File: src/rtl/ins_dec_pkg.sv
`default_nettype none
// ============================================================================
// Module   : ins_dec_pkg
// Brief    : Shared types and constants for the RV32I decode stage.
// Revision : 1.0
// ============================================================================
package ins_dec_pkg;

    // Widest supported datapath; narrower XLEN uses the low bits.
    localparam int XLEN_MAX = 64;

    localparam logic [2:0] FMT_R   = 3'd0;
    localparam logic [2:0] FMT_I   = 3'd1;
    localparam logic [2:0] FMT_S   = 3'd2;
    localparam logic [2:0] FMT_B   = 3'd3;
    localparam logic [2:0] FMT_U   = 3'd4;
    localparam logic [2:0] FMT_J   = 3'd5;
    localparam logic [2:0] FMT_ILL = 3'd7;

    localparam logic [6:0] OPC_LUI      = 7'b0110111;
    localparam logic [6:0] OPC_AUIPC    = 7'b0010111;
    localparam logic [6:0] OPC_JAL      = 7'b1101111;
    localparam logic [6:0] OPC_JALR     = 7'b1100111;
    localparam logic [6:0] OPC_BRANCH   = 7'b1100011;
    localparam logic [6:0] OPC_LOAD     = 7'b0000011;
    localparam logic [6:0] OPC_STORE    = 7'b0100011;
    localparam logic [6:0] OPC_OP_IMM   = 7'b0010011;
    localparam logic [6:0] OPC_OP       = 7'b0110011;
    localparam logic [6:0] OPC_MISC_MEM = 7'b0001111;
    localparam logic [6:0] OPC_SYSTEM   = 7'b1110011;

    typedef enum logic [1:0] {
        ST_EMPTY = 2'd0,
        ST_ONE   = 2'd1,
        ST_TWO   = 2'd2
    } state_t;

    typedef struct packed {
        logic [6:0]          op;
        logic [2:0]          funct3;
        logic [6:0]          funct7;
        logic [4:0]          rs1;
        logic [4:0]          rs2;
        logic [4:0]          rd;
        logic [XLEN_MAX-1:0] imm;
        logic [2:0]          fmt;
        logic                illegal;
        logic [XLEN_MAX-1:0] pc;
    } dec_word_t;

    function automatic logic [XLEN_MAX-1:0] sext32(input logic [31:0] v);
        return {{(XLEN_MAX-32){v[31]}}, v};
    endfunction

endpackage
`default_nettype wire

File: src/rtl/ins_dec_rv32i_comb.sv
`default_nettype none
// ============================================================================
// Module   : ins_dec_rv32i_comb
// Brief    : Combinational RV32I word decoder producing a packed decoded word.
// Revision : 1.0
// ============================================================================
module ins_dec_rv32i_comb
    import ins_dec_pkg::*;
#(
    parameter int XLEN        = 32,
    parameter bit ZERO_UNUSED = 1'b1
) (
    input  logic [31:0]     i_ins,
    input  logic [XLEN-1:0] i_pc,
    output dec_word_t       o_dec
);

    logic [2:0]  w_fmt;
    logic [31:0] w_imm32;
    logic        w_shift_imm;

    always_comb begin
        w_fmt = FMT_ILL;
        case (i_ins[6:0])
            OPC_LUI, OPC_AUIPC:                 w_fmt = FMT_U;
            OPC_JAL:                            w_fmt = FMT_J;
            OPC_JALR, OPC_LOAD, OPC_OP_IMM,
            OPC_MISC_MEM, OPC_SYSTEM:           w_fmt = FMT_I;
            OPC_STORE:                          w_fmt = FMT_S;
            OPC_BRANCH:                         w_fmt = FMT_B;
            OPC_OP:                             w_fmt = FMT_R;
            default:                            w_fmt = FMT_ILL;
        endcase
    end

    always_comb begin
        w_imm32 = 32'd0;
        case (w_fmt)
            FMT_I: w_imm32 = {{20{i_ins[31]}}, i_ins[31:20]};
            FMT_S: w_imm32 = {{20{i_ins[31]}}, i_ins[31:25], i_ins[11:7]};
            FMT_B: w_imm32 = {{19{i_ins[31]}}, i_ins[31], i_ins[7],
                              i_ins[30:25], i_ins[11:8], 1'b0};
            FMT_U: w_imm32 = {i_ins[31:12], 12'd0};
            FMT_J: w_imm32 = {{11{i_ins[31]}}, i_ins[31], i_ins[19:12],
                              i_ins[20], i_ins[30:21], 1'b0};
            default: w_imm32 = 32'd0;
        endcase
    end

    // Shift-immediates carry funct7 (arithmetic vs logical) in ins[31:25].
    assign w_shift_imm = (i_ins[6:0] == OPC_OP_IMM) &&
                         ((i_ins[14:12] == 3'b001) || (i_ins[14:12] == 3'b101));

    always_comb begin
        o_dec         = '0;
        o_dec.op      = i_ins[6:0];
        o_dec.funct3  = i_ins[14:12];
        o_dec.funct7  = i_ins[31:25];
        o_dec.rs1     = i_ins[19:15];
        o_dec.rs2     = i_ins[24:20];
        o_dec.rd      = i_ins[11:7];
        o_dec.imm     = sext32(w_imm32);
        o_dec.fmt     = w_fmt;
        o_dec.illegal = (w_fmt == FMT_ILL);
        o_dec.pc      = XLEN_MAX'(i_pc);
        if (ZERO_UNUSED) begin
            case (w_fmt)
                FMT_U, FMT_J: begin
                    o_dec.funct3 = 3'd0;
                    o_dec.funct7 = 7'd0;
                    o_dec.rs1    = 5'd0;
                    o_dec.rs2    = 5'd0;
                end
                FMT_S, FMT_B: begin
                    o_dec.rd     = 5'd0;
                    o_dec.funct7 = 7'd0;
                end
                FMT_I: begin
                    o_dec.rs2 = 5'd0;
                    if (!w_shift_imm) begin
                        o_dec.funct7 = 7'd0;
                    end
                end
                FMT_ILL: begin
                    o_dec.funct3 = 3'd0;
                    o_dec.funct7 = 7'd0;
                    o_dec.rs1    = 5'd0;
                    o_dec.rs2    = 5'd0;
                    o_dec.rd     = 5'd0;
                end
                default: ;
            endcase
        end
    end

endmodule
`default_nettype wire

File: src/rtl/ins_dec_pipe.sv
`default_nettype none
// ============================================================================
// Module   : ins_dec_pipe
// Brief    : Registered RV32I decode stage with a 2-entry skid buffer.
// Revision : 1.0
// ============================================================================
module ins_dec_pipe
    import ins_dec_pkg::*;
#(
    parameter int XLEN        = 32,
    parameter bit ZERO_UNUSED = 1'b1
) (
    input  logic            clk,
    input  logic            rst,
    input  logic            flush,
    input  logic            in_valid,
    output logic            in_ready,
    input  logic [31:0]     in_ins,
    input  logic [XLEN-1:0] in_pc,
    output logic            out_valid,
    input  logic            out_ready,
    output logic [6:0]      out_op,
    output logic [2:0]      out_funct3,
    output logic [6:0]      out_funct7,
    output logic [4:0]      out_rs1,
    output logic [4:0]      out_rs2,
    output logic [4:0]      out_rd,
    output logic [XLEN-1:0] out_imm,
    output logic [2:0]      out_fmt,
    output logic            out_illegal,
    output logic [XLEN-1:0] out_pc
);

    dec_word_t w_dec;
    dec_word_t r_main_q, w_main_d;
    dec_word_t r_skid_q, w_skid_d;
    state_t    r_state_q, w_state_d;
    logic      r_in_ready_q, w_in_ready_d;
    logic      r_out_valid_q, w_out_valid_d;
    logic      w_in_fire;
    logic      w_out_fire;

    ins_dec_rv32i_comb #(
        .XLEN        (XLEN),
        .ZERO_UNUSED (ZERO_UNUSED)
    ) u_dec (
        .i_ins (in_ins),
        .i_pc  (in_pc),
        .o_dec (w_dec)
    );

    assign w_in_fire  = in_valid & r_in_ready_q;
    assign w_out_fire = r_out_valid_q & out_ready;

    always_comb begin
        w_state_d = r_state_q;
        w_main_d  = r_main_q;
        w_skid_d  = r_skid_q;
        case (r_state_q)
            ST_EMPTY: begin
                if (w_in_fire) begin
                    w_main_d  = w_dec;
                    w_state_d = ST_ONE;
                end
            end
            ST_ONE: begin
                if (w_in_fire && w_out_fire) begin
                    w_main_d = w_dec;
                end else if (w_out_fire) begin
                    w_state_d = ST_EMPTY;
                end else if (w_in_fire) begin
                    w_skid_d  = w_dec;
                    w_state_d = ST_TWO;
                end
            end
            ST_TWO: begin
                if (w_out_fire) begin
                    w_main_d  = r_skid_q;
                    w_state_d = ST_ONE;
                end
            end
            default: w_state_d = ST_EMPTY;
        endcase
        if (flush) begin
            w_state_d = ST_EMPTY;
        end
        // Handshake flags follow next state so both leave the stage registered.
        w_in_ready_d  = (w_state_d != ST_TWO);
        w_out_valid_d = (w_state_d != ST_EMPTY);
    end

    always_ff @(posedge clk or posedge rst) begin
        if (rst) begin
            r_state_q     <= ST_EMPTY;
            r_main_q      <= '0;
            r_skid_q      <= '0;
            r_in_ready_q  <= 1'b1;
            r_out_valid_q <= 1'b0;
        end else begin
            r_state_q     <= w_state_d;
            r_main_q      <= w_main_d;
            r_skid_q      <= w_skid_d;
            r_in_ready_q  <= w_in_ready_d;
            r_out_valid_q <= w_out_valid_d;
        end
    end

    generate
        if (XLEN < XLEN_MAX) begin : g_narrow_xlen
            logic w_unused_hi;
            assign w_unused_hi = ^{r_main_q.imm[XLEN_MAX-1:XLEN],
                                   r_main_q.pc[XLEN_MAX-1:XLEN]};
        end
    endgenerate

    assign in_ready    = r_in_ready_q;
    assign out_valid   = r_out_valid_q;
    assign out_op      = r_main_q.op;
    assign out_funct3  = r_main_q.funct3;
    assign out_funct7  = r_main_q.funct7;
    assign out_rs1     = r_main_q.rs1;
    assign out_rs2     = r_main_q.rs2;
    assign out_rd      = r_main_q.rd;
    assign out_imm     = r_main_q.imm[XLEN-1:0];
    assign out_fmt     = r_main_q.fmt;
    assign out_illegal = r_main_q.illegal;
    assign out_pc      = r_main_q.pc[XLEN-1:0];

endmodule
`default_nettype wire

File: config.mk
export PLATFORM = sky130hd
export DESIGN_NAME = ins_dec_pipe
export DESIGN_NICKNAME = d
export VERILOG_FILES = /design/src/rtl/ins_dec_pkg.sv /design/src/rtl/ins_dec_rv32i_comb.sv /design/src/rtl/ins_dec_pipe.sv
export SDC_FILE = /design/constraint.sdc
export NUM_CORES = 1
export LEC_CHECK = 0
export BUFFER_PORTS_ARGS = -buffer_cell sky130_fd_sc_hd__clkbuf_2
export CAP_MARGIN = 30
export CORE_MARGIN = 5
export CORE_UTILIZATION = 45
export CTS_BUF_LIST = sky130_fd_sc_hd__clkbuf_16
export DETAILED_ROUTE_END_ITERATION = 7
export GPL_TIMING_DRIVEN = 0
export PLACE_DENSITY = 0.7
export SYNTH_ARGS = -nofsm -noshare
export SYNTH_HDL_FRONTEND = slang
export SYNTH_HIERARCHICAL = 1
export SYNTH_SLANG_ARGS = --single-unit
File: constraint.sdc
create_clock -name clk -period 6.6 [get_ports clk]
set_input_delay 0.66 -clock clk [delete_from_list [all_inputs] [get_ports clk]]
set_output_delay 0.66 -clock clk [all_outputs]
set_load 0.1 [all_outputs]
==> impl_metrics.json <==
{
  "status": "complete, no violations",
  "fin_hold_ws_ns": 0.2620,
  "power_density_nw_per_um2": 352.9,
  "die_area_um2": 25780,
  "syn_area_um2": 10200,
  "met3_length_um": 1165,
  "setup_violations": 0,
  "power.total_mw": 4.218,
  "period_needed_ns": 2.190,
  "antenna_found_initial": 1,
  "grt_pass1_wl_um": 37250,
  "worst_pin_slew_ns": 0.8351,
  "cts_resized": 0,
  "dp_hpwl_um": 16370,
  "p_leak_nw": 5.990,
  "worstSetupStartpointType": "flop",
  "crit_type": "flop to output port",
  "htree_levels": 1,
  "critPathBufInv": 1,
  "io_buffers": 138,
  "critical_path.max_stage_delay_ns": 0.57,
  "dieWidth_um": 160.6,
  "crit_path_max_fanout": 6,
  "ant_nets": 0,
  "die_h_um": 160.6,
  "wl_per_cell_um": 18.93,
  "final-hold-violation-count": 0,
  "hold_class": "input port to async pin",
  "core.rowCount": 55,
  "post-route-drc-count": 0,
  "synth_cells": 744,
  "wirelength_um": 22870,
  "vias_per_cell": 5.221,
  "seq_area_um2": 5106,
  "gp_congestion": 0.8111,
  "gr-usage-all-layers_pct": 17.74,
  "nFillCells": 1945,
  "layout.cells.non_filler": 1208,
  "first_iter_violations": 294,
  "multiInputGateArea_um2": 4447,
  "fin_setup_tns_ns": 0,
  "clkSinkCount": 204,
  "drt_first_pass_iters": 4,
  "start_util_pct": 45.33,
  "synth_fp_nets": 813,
  "cts_tree": "built",
  "arrival_ns": 1.53,
  "drive_above_1_share_pct": 59.91,
  "wl_met2_um": 10930,
  "cts_buffers": 23,
  "critPathRequiredTime_ns": 5.94,
  "hold_buffers": 0,
  "grt_max_degree": 113,
  "num_vias": 6307,
  "grt_pass1_vias": 6846,
  "crit_slowest_cell": "dfstp_2",
  "cp_top_family": "flip-flops",
  "insertion_delay_ns": 0.50,
  "clkTransAtPathRegs_ns": 0.06,
  "max_cap_violations": 0,
  "cts_setup_buffers": 0,
  "syn_to_final_growth_pct": 17.19,
  "num_io_pins": 171,
  "final-max-slew-violation-count": 0,
  "cts-root-buf": "clkbuf_16",
  "end_kind": "output port",
  "cp_cell_sequence": "clkbuf_2",
  "slew_headroom_pct": 44.32,
  "fin_nets": 977,
  "grt-ovfl-total": 0,
  "routed.top_layer": "met5",
  "rsz0062_at_grt": "no",
  "core-area_um2": 22500,
  "worst_ir_drop_vdd_mv": 0.2380,
  "ys_warn_count": 6,
  "wl_met1_um": 10460,
  "post-route-period-util_pct": 33.18,
  "max_clock_freq_mhz": 456.7,
  "synth_area_per_cell_um2": 13.71,
  "diodes": 0,
  "cts_buffer_depth": 3,
  "fin_ws_ns": 4.410,
  "dp_slack_ns": 4.111,
  "dp_cells": 1168,
  "skew_ns": 0.01250
}
-- layer usage --
layer	track usage (%)	up-vias
li1	-	2937
met1	24.75	3200
met2	29.36	138
met3	3.310	30
met4	3.246	2
met5	0	-
-- through the flow --
step / cell area (um^2) / utilization (%)
6_report: 11950 / 53.12
2_1_floorplan: 10200 / -
4_1_cts: 11950 / 53.12
3_5_place_dp: 11280 / 50.14
3_3_place_gp: 11250 / 49.98
5_1_grt: 11950 / 53.12
-- placed cells by master (no fill, tap or decap), drive strengths merged, types with 9 or more instances in the layout --
| master | n |
|---|---|
| buf | 80 |
| and3 | 9 |
| and2 | 30 |
| a21o | 15 |
| mux2 | 300 |
| nand2 | 15 |
| dfrtp | 203 |
| inv | 9 |
| o21ai | 9 |
| clkbuf | 165 |
| a21oi | 12 |
| clkinv | 12 |
-- registers in the layout (all words and copies together) (netlist names), 3 cells and up --
signal      count
r_skid_q      100
out_imm        32
out_pc         32
out_funct7      7
out_op          7
out_rd          5
out_rs1         5
out_rs2         5
out_fmt         3
out_funct3      3
-- final cells by class --
| cell class | count | share of cell area [%] |
|---|---|---|
| Tap cell | 285 | 2.983 |
| Sequential cell | 204 | 42.72 |
| Timing Repair Buffer | 139 | 6.009 |
| Multi-Input combinational cell | 452 | 37.20 |
| Inverter | 5 | 0.2198 |
| Clock buffer | 23 | 4.815 |
| Clock inverter | 17 | 0.7956 |
| Buffer | 83 | 5.255 |
-- worst paths after layout --
path | from | endpoint | slack, ns | depth (start not counted)
setup / recovery | in_ready$_DFF_PP1_ | in_ready | 4.41 | 1
hold / removal | rst | out_fmt[1]$_DFFE_PP0P_ | 0.26 | 2
setup reg to reg | r_state_q[1]$_DFF_PP0_ | out_fmt[1]$_DFFE_PP0P_ | 4.47 | 5
hold reg to reg | r_skid_q[28]$_DFFE_PP0P_ | r_skid_q[28]$_DFFE_PP0P_ | 0.49 | 1
max in group asynchronous | rst | in_ready$_DFF_PP1_ | 5.35 | 3
min in group clk | flush | out_valid$_DFF_PP0_ | 0.38 | 2
-- where the power goes --
part / switching (mW) / internal, mW / leakage [nW] / total [mW]
Clock: 0.489 / 0.665 / 0.347 / 1.15
Sequential: 0.123 / 1.50 / 2.62 / 1.62
Combinational: 1.05 / 0.393 / 3.02 / 1.44
(Power assumes the default switching activity.)
